`config.mk`:
```
export PLATFORM = sky130hd
export DESIGN_NAME = muldiv_unit
export DESIGN_NICKNAME = d
export VERILOG_FILES = /design/src/rtl/riscv_pkg.sv /design/src/rtl/muldiv_unit.sv
export SDC_FILE = /design/constraint.sdc
export NUM_CORES = 1
export LEC_CHECK = 0
export CAP_MARGIN = 25
export CELL_PAD_IN_SITES_DETAIL_PLACEMENT = 0
export CELL_PAD_IN_SITES_GLOBAL_PLACEMENT = 1
export CORE_AREA = 10 10 192 194
export CTS_CLUSTER_DIAMETER = 60
export DETAILED_ROUTE_END_ITERATION = 16
export DIE_AREA = 0 0 202 204
export HOLD_SLACK_MARGIN = 0.08
export PLACE_DENSITY_LB_ADDON = 0.1
export SYNTH_ARGS = -nofsm -noshare
export SYNTH_HDL_FRONTEND = slang
export SYNTH_SLANG_ARGS = --single-unit
export TNS_END_PERCENT = 5
```
`constraint.sdc`:
```
create_clock -name clk -period 10.6 [get_ports clk]
set_input_delay 2.12 -clock clk [delete_from_list [all_inputs] [get_ports clk]]
set_output_delay 2.12 -clock clk [all_outputs]
set_load 0.005 [all_outputs]
```
`src/rtl/riscv_pkg.sv`:
```
// Shared RV32 decode constants and the multiply/divide FSM state type.
package riscv_pkg;

    localparam logic [6:0] MULDIV_FUNCT7 = 7'b0000001;
    localparam logic [1:0] ALUOP_RTYPE   = 2'b10;

    localparam logic [2:0] F3_MUL    = 3'b000;
    localparam logic [2:0] F3_MULH   = 3'b001;
    localparam logic [2:0] F3_MULHSU = 3'b010;
    localparam logic [2:0] F3_MULHU  = 3'b011;
    localparam logic [2:0] F3_DIV    = 3'b100;
    localparam logic [2:0] F3_DIVU   = 3'b101;
    localparam logic [2:0] F3_REM    = 3'b110;
    localparam logic [2:0] F3_REMU   = 3'b111;

    typedef enum logic [1:0] {IDLE, CALC, DONE} muldiv_state_t;

endpackage

```
`src/rtl/muldiv_unit.sv`:
```
// Iterative RV32M multiply/divide unit: shift-add multiply and restoring divide
// sharing one 2*XLEN accumulator; stalls the pipeline until Done.
module muldiv_unit
    import riscv_pkg::*;
#(
    parameter int XLEN = 32
) (
    input  logic            clk,
    input  logic            reset,
    input  logic [1:0]      ALUOp,
    input  logic [6:0]      Funct7,
    input  logic [2:0]      Funct3,
    input  logic            Start,
    input  logic            Flush,
    input  logic [XLEN-1:0] SrcA,
    input  logic [XLEN-1:0] SrcB,
    output logic            Stall,
    output logic            Done,
    output logic [XLEN-1:0] Result,
    output muldiv_state_t   fsm_state
);

    localparam int CW = $clog2(XLEN);
    localparam logic [XLEN-1:0] MIN_NEG = {1'b1, {(XLEN-1){1'b0}}};

    muldiv_state_t     state, state_next;
    logic [CW-1:0]     count;
    logic [2*XLEN-1:0] acc, acc_next, prod;
    logic [XLEN-1:0]   opnd;
    logic [2:0]        op;
    logic              sign_a, sign_b;

    logic              is_m, accept, in_div, in_signed_div, in_sa, in_sb;
    logic              div_zero, div_ovf, fast, last_iter;
    logic [XLEN-1:0]   mag_a, mag_b, fast_res, final_res, quo, rem;
    logic [XLEN:0]     mul_sum, rem_sh, trial;

    assign is_m          = (ALUOp == ALUOP_RTYPE) && (Funct7 == MULDIV_FUNCT7);
    assign accept        = (state == IDLE) && Start && is_m && !Flush;
    assign in_div        = Funct3[2];
    assign in_signed_div = in_div && !Funct3[0];
    assign in_sa = SrcA[XLEN-1] && (Funct3 == F3_MULH || Funct3 == F3_MULHSU || in_signed_div);
    assign in_sb = SrcB[XLEN-1] && (Funct3 == F3_MULH || in_signed_div);
    assign mag_a = in_sa ? -SrcA : SrcA;
    assign mag_b = in_sb ? -SrcB : SrcB;

    assign div_zero  = in_div && (SrcB == '0);
    assign div_ovf   = in_signed_div && (SrcA == MIN_NEG) && (SrcB == '1);
    assign fast      = div_zero || div_ovf;
    assign last_iter = (count == CW'(XLEN - 1));

    // Reset gates Stall so a held Start cannot freeze the pipeline during reset.
    assign Stall     = reset && (accept || state == CALC);
    assign Done      = (state == DONE);
    assign fsm_state = state;

    always_comb begin
        fast_res = '1;
        if (div_zero) fast_res = Funct3[1] ? SrcA : '1;
        else if (div_ovf) fast_res = Funct3[1] ? '0 : MIN_NEG;
    end

    always_comb begin
        state_next = state;
        if (Flush) begin
            state_next = IDLE;
        end else begin
            case (state)
                IDLE:    if (accept) state_next = fast ? DONE : CALC;
                CALC:    if (last_iter) state_next = DONE;
                DONE:    state_next = IDLE;
                default: state_next = IDLE;
            endcase
        end
    end

    // One iteration: multiply keeps {product_hi, multiplier} and shifts right;
    // divide keeps {remainder, dividend/quotient} and shifts left.
    always_comb begin
        mul_sum = {1'b0, acc[2*XLEN-1:XLEN]} + (acc[0] ? {1'b0, opnd} : '0);
        rem_sh  = acc[2*XLEN-1:XLEN-1];
        trial   = rem_sh - {1'b0, opnd};
        if (op[2]) begin
            if (trial[XLEN]) acc_next = {rem_sh[XLEN-1:0], acc[XLEN-2:0], 1'b0};
            else             acc_next = {trial[XLEN-1:0], acc[XLEN-2:0], 1'b1};
        end else begin
            acc_next = {mul_sum, acc[XLEN-1:1]};
        end
    end

    always_comb begin
        prod = (sign_a ^ sign_b) ? -acc_next : acc_next;
        quo  = (sign_a ^ sign_b) ? -acc_next[XLEN-1:0] : acc_next[XLEN-1:0];
        rem  = sign_a ? -acc_next[2*XLEN-1:XLEN] : acc_next[2*XLEN-1:XLEN];
        if (op[2])              final_res = op[1] ? rem : quo;
        else if (op == F3_MUL)  final_res = prod[XLEN-1:0];
        else                    final_res = prod[2*XLEN-1:XLEN];
    end

    always_ff @(posedge clk or negedge reset) begin
        if (!reset) state <= IDLE;
        else        state <= state_next;
    end

    always_ff @(posedge clk or negedge reset) begin
        if (!reset) begin
            count  <= '0;
            acc    <= '0;
            opnd   <= '0;
            op     <= '0;
            sign_a <= 1'b0;
            sign_b <= 1'b0;
            Result <= '0;
        end else begin
            case (state)
                IDLE: if (accept) begin
                    op     <= Funct3;
                    sign_a <= in_sa;
                    sign_b <= in_sb;
                    count  <= '0;
                    opnd   <= in_div ? mag_b : mag_a;
                    acc    <= {{XLEN{1'b0}}, (in_div ? mag_a : mag_b)};
                    if (fast) Result <= fast_res;
                end
                CALC: if (!Flush) begin
                    acc   <= acc_next;
                    count <= count + 1'b1;
                    if (last_iter) Result <= final_res;
                end
                default: ;
            endcase
        end
    end

endmodule
```
### Word-level counts from Yosys, hierarchy flattened

Cells that the tools add are included.
Widths: inputs -> output; s select.

| operators by class | value |
|---|---|
| add/subtract/negate cells | 8 |
| $mul | 0 |
| divide/modulo/power cells | 0 |
| magnitude comparators | 0 |
| eq/ne operators | 15 |
| shift-type cells | 0 |
| multiplexer cells | 33 |
| bitwise gates (word level) | 1 |
| reductions and logical operators | 26 |

Operators by type and width:

| kind | count |
|---|---|
| $mux 32 | 18 |
| $mux 64 | 5 |
| $neg 32->32 | 4 |
| $pmux 64 s2 | 1 |
| $eq 32x32->1 const B | 2 |
| $neg 64->64 | 1 |
| $pmux 32 s2 | 1 |
| $add 32x32->33 | 1 |
| $sub 33x32->33 | 1 |
| $logic_not 32->1 | 1 |
| $logic_and 1x1->1 | 11 |
| $mux 5 | 2 |
| $pmux 5 s2 | 1 |
| $mux 2 | 4 |
| $ne 2x2->1 const B | 4 |
| $eq 7x1->1 const B | 1 |
| $ne 3x3->1 const B | 2 |
| $add 5x1->5 const B | 1 |
| $eq 5x5->1 const B | 1 |
| $logic_or 1x1->1 | 5 |
| $reduce_and 5->1 | 1 |
| $eq 2x2->1 const B | 2 |
| $pmux 2 s2 | 1 |
| $reduce_and 2->1 | 2 |
| other kinds (9) | 10 |

| storage, ports and cells | value |
|---|---|
| bits in registers | 140 |
| bits in latches | 0 |
| RAM bits | 0 |
| ROM bits | 0 |
| input bits | 80 |
| output and inout port bits | 36 |
| logic and storage cells | 91 |
| memories kept | 0 |

### Logic depth before layout (Yosys ltp)

| depth | value |
|---|---|
| depth after elaboration | 10 |
| gate-level depth with buffers | 23 |
| mapped depth without buffers | 21 |

### Worst setup path after synthesis

No wires, ideal clock.

| timing path | value |
|---|---|
| kind | in2reg |
| start | in SrcB[6] |
| end | reg Result[13] |
| setup time | 0.087 ns |
| arrival time | 5.544 ns |
| required time | 10.513 ns |
| setup slack | 4.969 ns |
| stages on the path | 15 |
| buffers on the path | 2 |
| path through | or4_1 or3_1 or3_1 or4_1 nor4_4 o21bai_1 nor2_1 o21a_1 clkbuf_1 nor2_2 buf_2 o21ai_0 a21oi_1 o221ai_1 o211ai_1 |

| between the ends | value |
|---|---|
| longest elaborated chain between the ends | 7 |
| elaborated cells between the ends (all ways) | 12 |
| those cells by class | eq/ne: 2; mux: 5; reduce/logical: 5 |

RTL lines:

| item | line | RTL |
|---|---|---|
| start, declared | muldiv_unit.sv:16 | `input logic [XLEN-1:0] SrcB,` |
| $eq 32x32->1 | muldiv_unit.sv:48 | `assign div_ovf = in_signed_div && (SrcA == MIN_NEG) && (SrcB == '1);` |
| $logic_and 1x1->1 | muldiv_unit.sv:48 |  |
| $mux 32 | muldiv_unit.sv:60 | `else if (div_ovf) fast_res = Funct3[1] ? '0 : MIN_NEG;` |
| $mux 32 | muldiv_unit.sv:59 | `if (div_zero) fast_res = Funct3[1] ? SrcA : '1;` |
| $mux 32 | muldiv_unit.sv:123 | `if (fast) Result <= fast_res;` |
| $mux 32 | muldiv_unit.sv:116 | `IDLE: if (accept) begin` |
| $pmux 32 s2 | muldiv_unit.sv:115 | `case (state)` |
| end signal, assigned | muldiv_unit.sv:123 |  |
| end signal, assigned | muldiv_unit.sv:128 | `if (last_iter) Result <= final_res;` |
| end, declared | muldiv_unit.sv:19 | `output logic [XLEN-1:0] Result,` |

Several ways; a longest one is shown, not always the timed one. The select of a mux whose other input is x is not followed.
A chain may end at the register's enable or synchronous reset.

### Final worst setup path

| timing path | value |
|---|---|
| start | reg acc[31] |
| end | reg Result[30] |

| between the ends | value |
|---|---|
| longest elaborated chain between the ends | 10 |
| elaborated cells between the ends (all ways) | 15 |
| those cells by class | add/sub: 4; mux: 11 |

RTL lines:

| item | line | RTL |
|---|---|---|
| start, declared | muldiv_unit.sv:28 | `logic [2*XLEN-1:0] acc, acc_next, prod;` |
| start signal, assigned | muldiv_unit.sv:122 | `acc <= {{XLEN{1'b0}}, (in_div ? mag_a : mag_b)};` |
| start signal, assigned | muldiv_unit.sv:126 | `acc <= acc_next;` |
| $sub 33x32->33 | muldiv_unit.sv:82 | `trial = rem_sh - {1'b0, opnd};` |
| $mux 64 | muldiv_unit.sv:84 | `if (trial[XLEN]) acc_next = {rem_sh[XLEN-1:0], acc[XLEN-2:0], 1'b0};` |
| $mux 64 * | muldiv_unit.sv:83 | `if (op[2]) begin` |
| $neg 64->64, or another cell as far along | muldiv_unit.sv:92 | `prod = (sign_a ^ sign_b) ? -acc_next : acc_next;` |
| $mux 64, or another cell as far along | muldiv_unit.sv:92 |  |
| $mux 32 (on tied branches) | muldiv_unit.sv:96, muldiv_unit.sv:95 |  |
| $mux 32 * | muldiv_unit.sv:95 | `if (op[2]) final_res = op[1] ? rem : quo;` |
| $mux 32 * | muldiv_unit.sv:128 |  |
| $mux 32 * | muldiv_unit.sv:125 | `CALC: if (!Flush) begin` |
| $pmux 32 s2 * | muldiv_unit.sv:115 |  |

Mark *: on every way between the ends. The rest lies on a longest branch, timed or not. The select of a mux whose other input is x is not followed.

==> impl_results.md <==
* Main synth FF type: dfrtp_1
* Design Power at ~1600 µW
* First-pass GRT wire length at about 110 mm
* Area of the die at 41,200 µm²
* Gpl congestion at about 1
* Final core occ at 0.547
* CP arrival at 7.32 ns
* Diodes inserted at 0
* Hold Fails Final Rpt at 0
* Unrepaired setup endpoints after global routing: false
* Worst slack, placed at about 3.1 ns
* Flip-flop and latch area at approximately 3500 µm²
* DR DRC count at 0
* Number of antenna violations at the first check in global routing at 0
* Worst setup path startpoint: acc[31]
* R2R depth at 22
* Multi-input gate area at 11,800 µm²
* Syn nets at between 2,000 and 2,500
* CP Class: flip-flop to flip-flop
* Post-CTS sizing at 0
* Worst-path maximum fanout at 17
* Post-Syn Area at around 16,000 µm²
* CTS H-tree lvls at 4
* Library cells used by synthesis at 100
* Setup TNS at 0 ns
* Final WL at just over 70 mm
* Gr ovfl total at 0
* Worst Hold Class: flip-flop to flip-flop
* Commonest non-fill, non-tap cell in the layout: nand2_1
* ANT nets after route at 0
* Vias/cell at 6.64
* Hold Path Origin: Result[29]
* Period utilization at 0.653
* Worst r2r src: acc[31]
* Slew at the pin closest to its max-slew limit at between 1 and 1.5 ns
* PortBufs at about 120
* Inst Count DP at around 2,700
* Fmax at between 100 and 150 MHz
* Post-CTS Repair Setup Buffers at 0
* Syn avg cell area at between 7 and 8 µm²
* Drt first pass iters at 7
* Met3 Track Usage GR at 0.0899
* Cell taking the most area after synthesis: dfrtp_1
* Peak-usage layer in the global routing report: met2
* Hold path depth at 2
* Die height at between 200 and 250 µm
* Rel. slew slack at 0.297
* R2R setup slack at between 3 and 4 ns
* Max-slew violations at 0
* Status: complete, no violations
* Fill count at about 3,300
* Seq cells post-synth at 140
* Setup crit start kind: flip-flop
* Share of cells above drive strength 1 at 0.0649
* Nets at between 2,000 and 2,500
* Met2 usage at 0.505
* Min cycle time layout at 6.92 ns
* LEAKAGE at around 0.0076 µW
* Reg2Reg Capture Point: Result[30]
* Number of global-route vias before repair at about 17,000
* DPL Wire Length at 55.5 mm
* Initial DRC Count at 1,997
* Core area at approximately 33,000 µm²
* Ys async rst share at 1.00
* Root Driver: clkbuf_16
* Max Clock Skew at between 0.015 and 0.02 ns
* I/O Pins at 116
* Cell Count, Final, Fillers Out at about 2,700
* Final setup fails at 0
* Row cnt at 67
* CP Cell Sequence: inv_1 > ha_1 > fa_1 > nand2b_1 > a21o_1 > a211o_1 > a211oi_4 > o211ai_2 > buf_4 > a41oi_1 > buf_4 > ha_1 > and2_1 > nand2_1 > nor3_1 > and3_1 > and2_1 > nand4_1 > and3_1 > or4_1 > a2111oi_1 > o221a_1
* Clock buffer count from CTS at 17
* Register area share after synthesis at 0.218
* CP peak stage delay at 0.76 ns
* Setup ws final at about 3.7 ns
* Hold Buf Count CTS at 0
* Yosys warns at 0
* End of the worst hold path: Result[29]
* Area share of the largest cell type after synthesis at 0.218
* Sink Count at 140
* TritonCTS clock tree: yes
* CP max stage cell: nor3_1
* Max clock buf depth at 2
* Detailed-route via count at 17,820
* Worst-skew pair later-pin latency at approximately 0.46 ns
* Clock slew at reported path FFs at roughly 0.08 ns
* Pin count of the biggest net entering global routing at between 100 and 150
* Die width at roughly 200 µm
* Max-cap viol count at 0
* PwrDens at 86.8 nW/µm²
* Post-synth EDFFs at 0
* Syn-to-layout area delta at 13.0%
* Routing usage on met1 at 0.432
* Synth top area cells: dfrtp_1 22%, a21oi_1 6.3%, nand2_1 6.2%, xnor2_1 5.7%, o21ai_0 5.6%
* Crit end category: flip-flop
* Commonest cells after routing, fill and taps aside: 266 x nand2_1, 214 x nor2_1, 203 x a21oi_1
* Initial Util at 0.484
* GRT Util Overall at 0.336
* Cells after Synth at ~2,200
* Post-DR wirelength/cell at between 20 and 30 µm
* VDD IR max at about 120 µV
* Required time worst endpoint at 11.00 ns
-- synthesized netlist by cell type, types with 23 or more instances --
| master | instances |
|---|---|
| a21o_1 | 25 |
| a21oi_1 | 203 |
| a31oi_1 | 36 |
| and2_1 | 43 |
| clkbuf_1 | 96 |
| dfrtp_1 | 140 |
| ha_1 | 71 |
| inv_1 | 67 |
| mux2i_1 | 43 |
| nand2_1 | 267 |
| nand3_1 | 73 |
| nand4_1 | 35 |
| nor2_1 | 214 |
| nor3_1 | 56 |
| o211ai_1 | 23 |
| o21ai_0 | 181 |
| o31ai_1 | 41 |
| xnor2_1 | 105 |
| xor2_1 | 74 |
-- per-layer routing --
metal	share of wire	wire [µm]
met4	0.055	3950
met3	0.11	7780
met2	0.43	30700
met5	0	0
met1	0.41	28900
-- flip-flops by register name, indices dropped and copies added, names as in the netlist --
register and flops:
Result 32, sign_a 1, acc 64, opnd 32, op 3, fsm_state 2
sign_b 1, count 5
-- logic make-up (layout without fill, tap and decap cells) --
group	Yosys count	count (layout)	synth area share
adder cells (fa/ha/maj)	73	73	0.0579
buffers and inverters	201	253	0.0511
AND/OR/NAND/NOR	822	822	0.247
AO/OA/AOI/OAI	713	713	0.293
XOR/XNOR	179	179	0.0978
flip-flops	140	140	0.218
multiplexers	54	54	0.0350
-- area by class of cell --
cell class | count | area share
Multi-Input combinational cell | 1841 | 0.649
Sequential cell | 140 | 0.193
Timing Repair Buffer | 154 | 0.0810
Tap cell | 448 | 0.0309
Clock buffer | 19 | 0.0244
Inverter | 68 | 0.0141
Clock inverter | 12 | 0.00759
-- worst max-delay path by stage --
| stage | end | slack [ns] | cells past startpoint |
|---|---|---|---|
| global placement | Result[28] | 3.22 | 15 |
| floorplan | Result[13] | 4.97 | 15 |
| detailed placement | Result[28] | 3.14 | 15 |
| finish | Result[30] | 3.68 | 22 |
| CTS | Result[28] | 3.61 | 15 |
| global route | Result[30] | 3.51 | 22 |
-- report_power, final --
part           internal [µW]  switching, µW
logic                    126            265
registers                544           15.4
clock network            353            271
total                   1020            551
-- through the flow --
stage | hold slack, ns | area [µm²]
final | 0.483 | 18100
after global routing | 0.520 | 18100
after CTS | 0.489 | 18100
after detailed placement | 0.474 | 17500
after global placement | 0.475 | 17500
after floorplan | 0.463 | 16000
-- worst max-delay path, delay by kind of cell, from the launching register on --
kind,cells,cell delay [ns]
AO/OA/AOI/OAI,7,2.06
adder cells (fa/ha/maj),3,0.85
AND/OR/NAND/NOR,9,2.94
buffers and inverters,3,0.53
flip-flops,1,0.46
Power figures use the tool's default switching activity.
